$ cat config.mk
export PLATFORM = sky130hd
export DESIGN_NAME = rename_regfile
export DESIGN_NICKNAME = d
export VERILOG_FILES = /design/src/rtl/rename_regfile.sv
export SDC_FILE = /design/constraint.sdc
export NUM_CORES = 2
export LEC_CHECK = 0
export CORE_MARGIN = 3
export CORE_UTILIZATION = 40
export DETAILED_ROUTE_END_ITERATION = 10
export PLACE_DENSITY = 0.6
export SYNTH_ARGS = -nofsm -noshare
export SYNTH_HDL_FRONTEND = slang
export SYNTH_SLANG_ARGS = --single-unit
$ cat constraint.sdc
create_clock -name clk -period 4.98 [get_ports clk]
set_clock_uncertainty 0.1 [all_clocks]
set_input_delay 0.996 -clock clk [delete_from_list [all_inputs] [get_ports clk]]
set_output_delay 0.996 -clock clk [all_outputs]
set_load 0.005 [all_outputs]
$ cat src/rtl/rename_regfile.sv
// rename_regfile: architectural register file plus busy/ROB-tag rename scoreboard.
// Optional RF_CMT_BYPASS_EN: same-cycle commit data bypassed onto matching source reads.
module rename_regfile #(
    parameter int XLEN     = 32,
    parameter int NREG     = 32,
    parameter int ROB_AW   = 4,
    parameter int ISSUE_W  = 1,
    parameter int COMMIT_W = 1,
    localparam int RA      = $clog2(NREG)
) (
    input  logic                         clk,
    input  logic                         rst_n,
    input  logic                         rdy,
    input  logic                         flush,
    input  logic [2*ISSUE_W*RA-1:0]      rs_addr,
    output logic [2*ISSUE_W*XLEN-1:0]    rs_data,
    output logic [2*ISSUE_W-1:0]         rs_busy,
    output logic [2*ISSUE_W*ROB_AW-1:0]  rs_tag,
    input  logic [ISSUE_W-1:0]           iss_valid,
    input  logic [ISSUE_W*RA-1:0]        iss_rd,
    input  logic [ISSUE_W*ROB_AW-1:0]    iss_tag,
    input  logic [COMMIT_W-1:0]          cmt_valid,
    input  logic [COMMIT_W*RA-1:0]       cmt_rd,
    input  logic [COMMIT_W*ROB_AW-1:0]   cmt_tag,
    input  logic [COMMIT_W*XLEN-1:0]     cmt_data
);
    logic [XLEN-1:0]   data_q [NREG];
    logic [XLEN-1:0]   data_d [NREG];
    logic [ROB_AW-1:0] tag_q  [NREG];
    logic [ROB_AW-1:0] tag_d  [NREG];
    logic [NREG-1:0]   busy_q, busy_d;
    logic [RA-1:0]     wa, ra;
    logic [XLEN-1:0]   rd_d;
    logic              rd_b;
    logic [ROB_AW-1:0] rd_t;

    always_comb begin
        data_d = data_q;
        busy_d = busy_q;
        tag_d  = tag_q;
        wa     = '0;
        // Commits still land during a flush; busy clears only for the rename that is retiring.
        if (rdy || flush)
            for (int p = 0; p < COMMIT_W; p++) begin
                wa = cmt_rd[p*RA +: RA];
                if (cmt_valid[p] && wa != '0) begin
                    data_d[wa] = cmt_data[p*XLEN +: XLEN];
                    if (tag_q[wa] == cmt_tag[p*ROB_AW +: ROB_AW]) busy_d[wa] = 1'b0;
                end
            end
        if (flush)
            busy_d = '0;
        else if (rdy)
            for (int s = 0; s < ISSUE_W; s++) begin
                wa = iss_rd[s*RA +: RA];
                if (iss_valid[s] && wa != '0) begin
                    busy_d[wa] = 1'b1;
                    tag_d[wa]  = iss_tag[s*ROB_AW +: ROB_AW];
                end
            end
    end

    always_ff @(posedge clk or negedge rst_n) begin
        if (!rst_n) begin
            for (int r = 0; r < NREG; r++) begin
                data_q[r] <= '0;
                tag_q[r]  <= '0;
            end
            busy_q <= '0;
        end else begin
            data_q <= data_d;
            tag_q  <= tag_d;
            busy_q <= busy_d;
        end
    end

    always_comb begin
        rs_data = '0;
        rs_busy = '0;
        rs_tag  = '0;
        ra      = '0;
        rd_d    = '0;
        rd_b    = 1'b0;
        rd_t    = '0;
        for (int i = 0; i < 2*ISSUE_W; i++) begin
            ra   = rs_addr[i*RA +: RA];
            rd_d = data_q[ra];
            rd_b = busy_q[ra];
            rd_t = tag_q[ra];
`ifdef RF_CMT_BYPASS_EN
            for (int p = 0; p < COMMIT_W; p++)
                if (rdy && cmt_valid[p] && cmt_rd[p*RA +: RA] == ra && ra != '0 && busy_q[ra] &&
                    tag_q[ra] == cmt_tag[p*ROB_AW +: ROB_AW]) begin
                    rd_d = cmt_data[p*XLEN +: XLEN];
                    rd_b = 1'b0;
                end
`endif
            // Older slots in the same group win over stored and committed state.
            for (int j = 0; j < i/2; j++)
                if (iss_valid[j] && iss_rd[j*RA +: RA] == ra && ra != '0) begin
                    rd_b = 1'b1;
                    rd_t = iss_tag[j*ROB_AW +: ROB_AW];
                end
            rs_data[i*XLEN +: XLEN]     = rd_d;
            rs_busy[i]                  = rd_b;
            rs_tag[i*ROB_AW +: ROB_AW]  = rd_t;
        end
    end
endmodule
==> results.py <==
metrics = {
    "status": {
        "status": "completed",
    },
    "yosys": {
        "ys_seq_area_share_pct": 46.5,
        "synth-async-reset-ratio_pct": 100,
        "synth.distinct_cells": 45,
        "synth_area_per_cell_um2": 16.1,
        "synth_edf_count": 0,
        "ys.flop_type": "dfrtp_1",
        "syn_area_um2": 63700,
        "ys_warn_count": 0,
        "synth_cells": 3960,
        "synth_seq_cells": 1184,
        "syn-num-nets": 4026,
    },
    "routing": {
        "via_per_inst": 6.23,
        "drt_iter0_drc": 2836,
        "wl_um": 192000,
        "vias": 38700,
        "drc": 0,
        "ant_nets": 0,
        "drtPass1Iterations": 7,
        "routedWlPerCell_um": 31.0,
    },
    "sta": {
        "fmax_mhz": 216,
        "maxSlewViolCount": 0,
        "fin_crit_sh_pct": 93.1,
        "relSlewSlack_pct": 14.5,
        "grt_setup_unrepaired": "no",
        "finalSetupTns_ns": 0,
        "fin_crit_ns": 4.64,
        "setup_viol": 0,
        "hold_viol_final": 0,
        "tightest_slew_ns": 1.27,
    },
    "clock_network": {
        "htree_levels": 4,
        "cts_root_buffer": "clkbuf_16",
        "clk_pin_slew_ns": 0.05,
        "clk_latency_ns": 0.77,
        "cts_tree": "yes",
        "cts_buffers": 140,
        "clk_path_buf_depth": 3,
        "cts_resized": 0,
        "cts_setup_buffers": 0,
        "ctsHoldBuffers": 0,
        "clock-sinks": 1184,
    },
    "die": {
        "ios": 140,
        "die_width_um": 405,
        "core_region_area_um2": 157000,
        "die_area_um2": 164000,
        "die_h_um": 405,
        "rows": 145,
        "initial_core_util_pct": 40.5,
    },
    "pwr": {
        "pwr-share-comb_pct": 18.8,
        "leakage_uw": 0.0318,
        "seqPwrFrac_pct": 43.0,
        "p_int_uw": 21100,
        "p_total_uw": 28400,
        "ir_drop_v": 0.000372,
        "powerDensity_nw_per_um2": 384,
        "p_sw_share_pct": 25.8,
        "clkPwrFrac_pct": 38.3,
        "p_switching_uw": 7310,
    },
    "setup_path": {
        "end_kind": "output pin",
        "max_stage_delay_ns": 0.53,
        "worstSetupStartpoint": "rs_addr[0]",
        "critical_path_arrival_ns": 3.54,
        "crit_path_start_kind": "input port",
        "path_max_fanout": 17,
        "crit_path_cell_trace": "buf_8 -> buf_12 -> buf_12 -> mux4_2 -> mux4_2 -> mux2_2 -> clkdlybuf4s50_1",
        "crit_type": "in2out",
        "cpMaxStageDelayCell": "mux4_2",
        "cp.required_ns": 3.88,
        "r2r_start": "tag_q[57]",
    },
    "grt": {
        "grt_pass1_wl_um": 287000,
        "grt_max_degree": 110,
        "grt_antenna_before_repair": 5,
        "grt_pass1_vias": 40300,
        "grt-ovfl-total": 0,
        "track_usage_pct": 23.8,
    },
    "placed_design": {
        "dpl_cell_area_um2": 69000,
        "dp_hpwl_um": 118000,
        "gp_congestion": 0.837,
        "io_buffer_count": 139,
        "numPlacedInstances": 5950,
    },
    "final_layout": {
        "drive_gt1_share_pct": 58.6,
        "nFillCells": 13400,
        "final_area_um2": 73900,
        "area_delta_synth_final_pct": 15.9,
        "fin_nets": 4100,
        "fin_cells": 6205,
    },
    "job": {
        "cap_viol_max_count": 0,
    },
    "min_path": {
        "hold_class": "in2async",
    },
}
## flip-flops by register name, indices dropped and copies added, names as in the netlist
signal	flops
data_q	1024
tag_q	128
busy_q	32
## cells in the mapped netlist (2+ instances only)
cell | count | area (um2)
nand2b_1 | 5 | 31.3
dfrtp_1 | 1184 | 29600
or3_1 | 2 | 12.5
a41oi_1 | 8 | 70.1
nor3b_1 | 2 | 15.0
a211o_1 | 2 | 17.5
and3_1 | 2 | 12.5
buf_2 | 37 | 185
nand4b_1 | 6 | 52.6
nand3_1 | 12 | 60.1
nand2_1 | 135 | 507
mux4_2 | 748 | 16800
a21oi_1 | 27 | 135
buf_6 | 4 | 45.0
or4_1 | 3 | 22.5
a221oi_1 | 4 | 35.0
inv_1 | 8 | 30.0
mux2_2 | 1160 | 13100
nor3_1 | 13 | 65.1
nor4_1 | 3 | 18.8
or2_2 | 3 | 18.8
and2_1 | 7 | 43.8
o22ai_1 | 16 | 100
nor2b_1 | 8 | 50.1
nor2_2 | 4 | 25.0
clkbuf_1 | 322 | 1210
buf_4 | 12 | 90.1
nand4_1 | 3 | 18.8
buf_1 | 76 | 285
mux2i_1 | 48 | 480
a31oi_1 | 22 | 138
a32oi_1 | 4 | 35.0
a22oi_1 | 12 | 90.1
nor2_1 | 44 | 165
xnor2_1 | 3 | 26.3
or4bb_1 | 2 | 22.5
## logic make-up (layout without fill, tap and decap cells)
family          count (synthesis)  count (layout)  share of synthesized area [%]
simple gates                  259             259                           1.88
compound gates                 99              99                           1.02
mux                          1956            1956                           47.7
buf+inv                       459             645                           2.89
xor+xnor                        3               3                         0.0412
other cells                     0               1                              0
flops                        1184            1184                           46.5
## final cells by class
| type | count | area, um2 | area share (%) |
|---|---|---|---|
| diodes | 1 | 2.50 | 0.00339 |
| clock buffers | 197 | 4070 | 5.51 |
| clock inverters | 57 | 808 | 1.09 |
| inverters | 8 | 30.0 | 0.0406 |
| multi-input cells | 2317 | 32500 | 44.0 |
| flip-flops and latches | 1184 | 29600 | 40.1 |
| well taps | 2058 | 2570 | 3.48 |
| repair buffers | 383 | 4290 | 5.81 |
## layout by cell type (no fill, tap or decap), types with 4 or more instances in the layout
cell type and instances:
buf_8 4, nand2_4 6, buf_12 84, a21oi_1 27
mux4_2 748, a22oi_1 12, clkinv_8 4, nor2_4 18
nor3_1 13, clkdlybuf4s50_1 127, a31oi_1 22, inv_1 7
nand4b_1 6, clkbuf_16 143, buf_4 163, clkinv_2 24
dfrtp_1 1184, and2_1 7, a41oi_1 8, nor2b_1 8
a221oi_1 4, clkbuf_8 31, a32oi_1 4, mux2_2 1160
bufinv_16 16, inv_6 5, nor2_1 30, clkbuf_1 25
mux2i_1 48, nand2_1 129, o22ai_1 16, clkinvlp_4 4
nand3_1 10
## power by group through the flow
stage	Clock (uW)	Sequential (uW)	Combinational, uW
final	10800	12200	5330
after global routing	11500	12400	5700
after CTS	11100	12200	5390
after detailed placement	0	12300	5370
after global placement	0	12300	5280
after floorplan	0	11900	3820
## worst paths after layout
path | slack, ns | end | cells past startpoint
max in group asynchronous | 3.51 | data_q[526] | 2
max | 0.34 | rs_tag[1] | 7
max reg2reg | 2.00 | busy_q[9] | 9
min reg2reg | 0.29 | data_q[1008] | 0
min in group clk | 0.29 | data_q[1008] | 0
min | 0.08 | tag_q[96] | 1
## critical path: cells and delay by family
| family | cells | cell delay [ns] |
|---|---|---|
| mux | 3 | 1.36 |
| buf+inv | 4 | 1.13 |
## through the flow
stage	hold slack (ns)	worst slack [ns]	util (%)
after floorplan	0.341	0.458	-
after global placement	0.276	0.343	43.9
after detailed placement	0.283	0.334	43.9
after CTS	0.0901	0.334	47.0
after global routing	0.106	0.283	47.0
final	0.0757	0.342	47.0
## routing by layer
layer,wire length [um],global-route usage (%)
met5,40,0
met4,5120,6.59
met3,10800,4.20
met2,90600,37.2
met1,85500,34.3
Power figures use the tool's default switching activity.
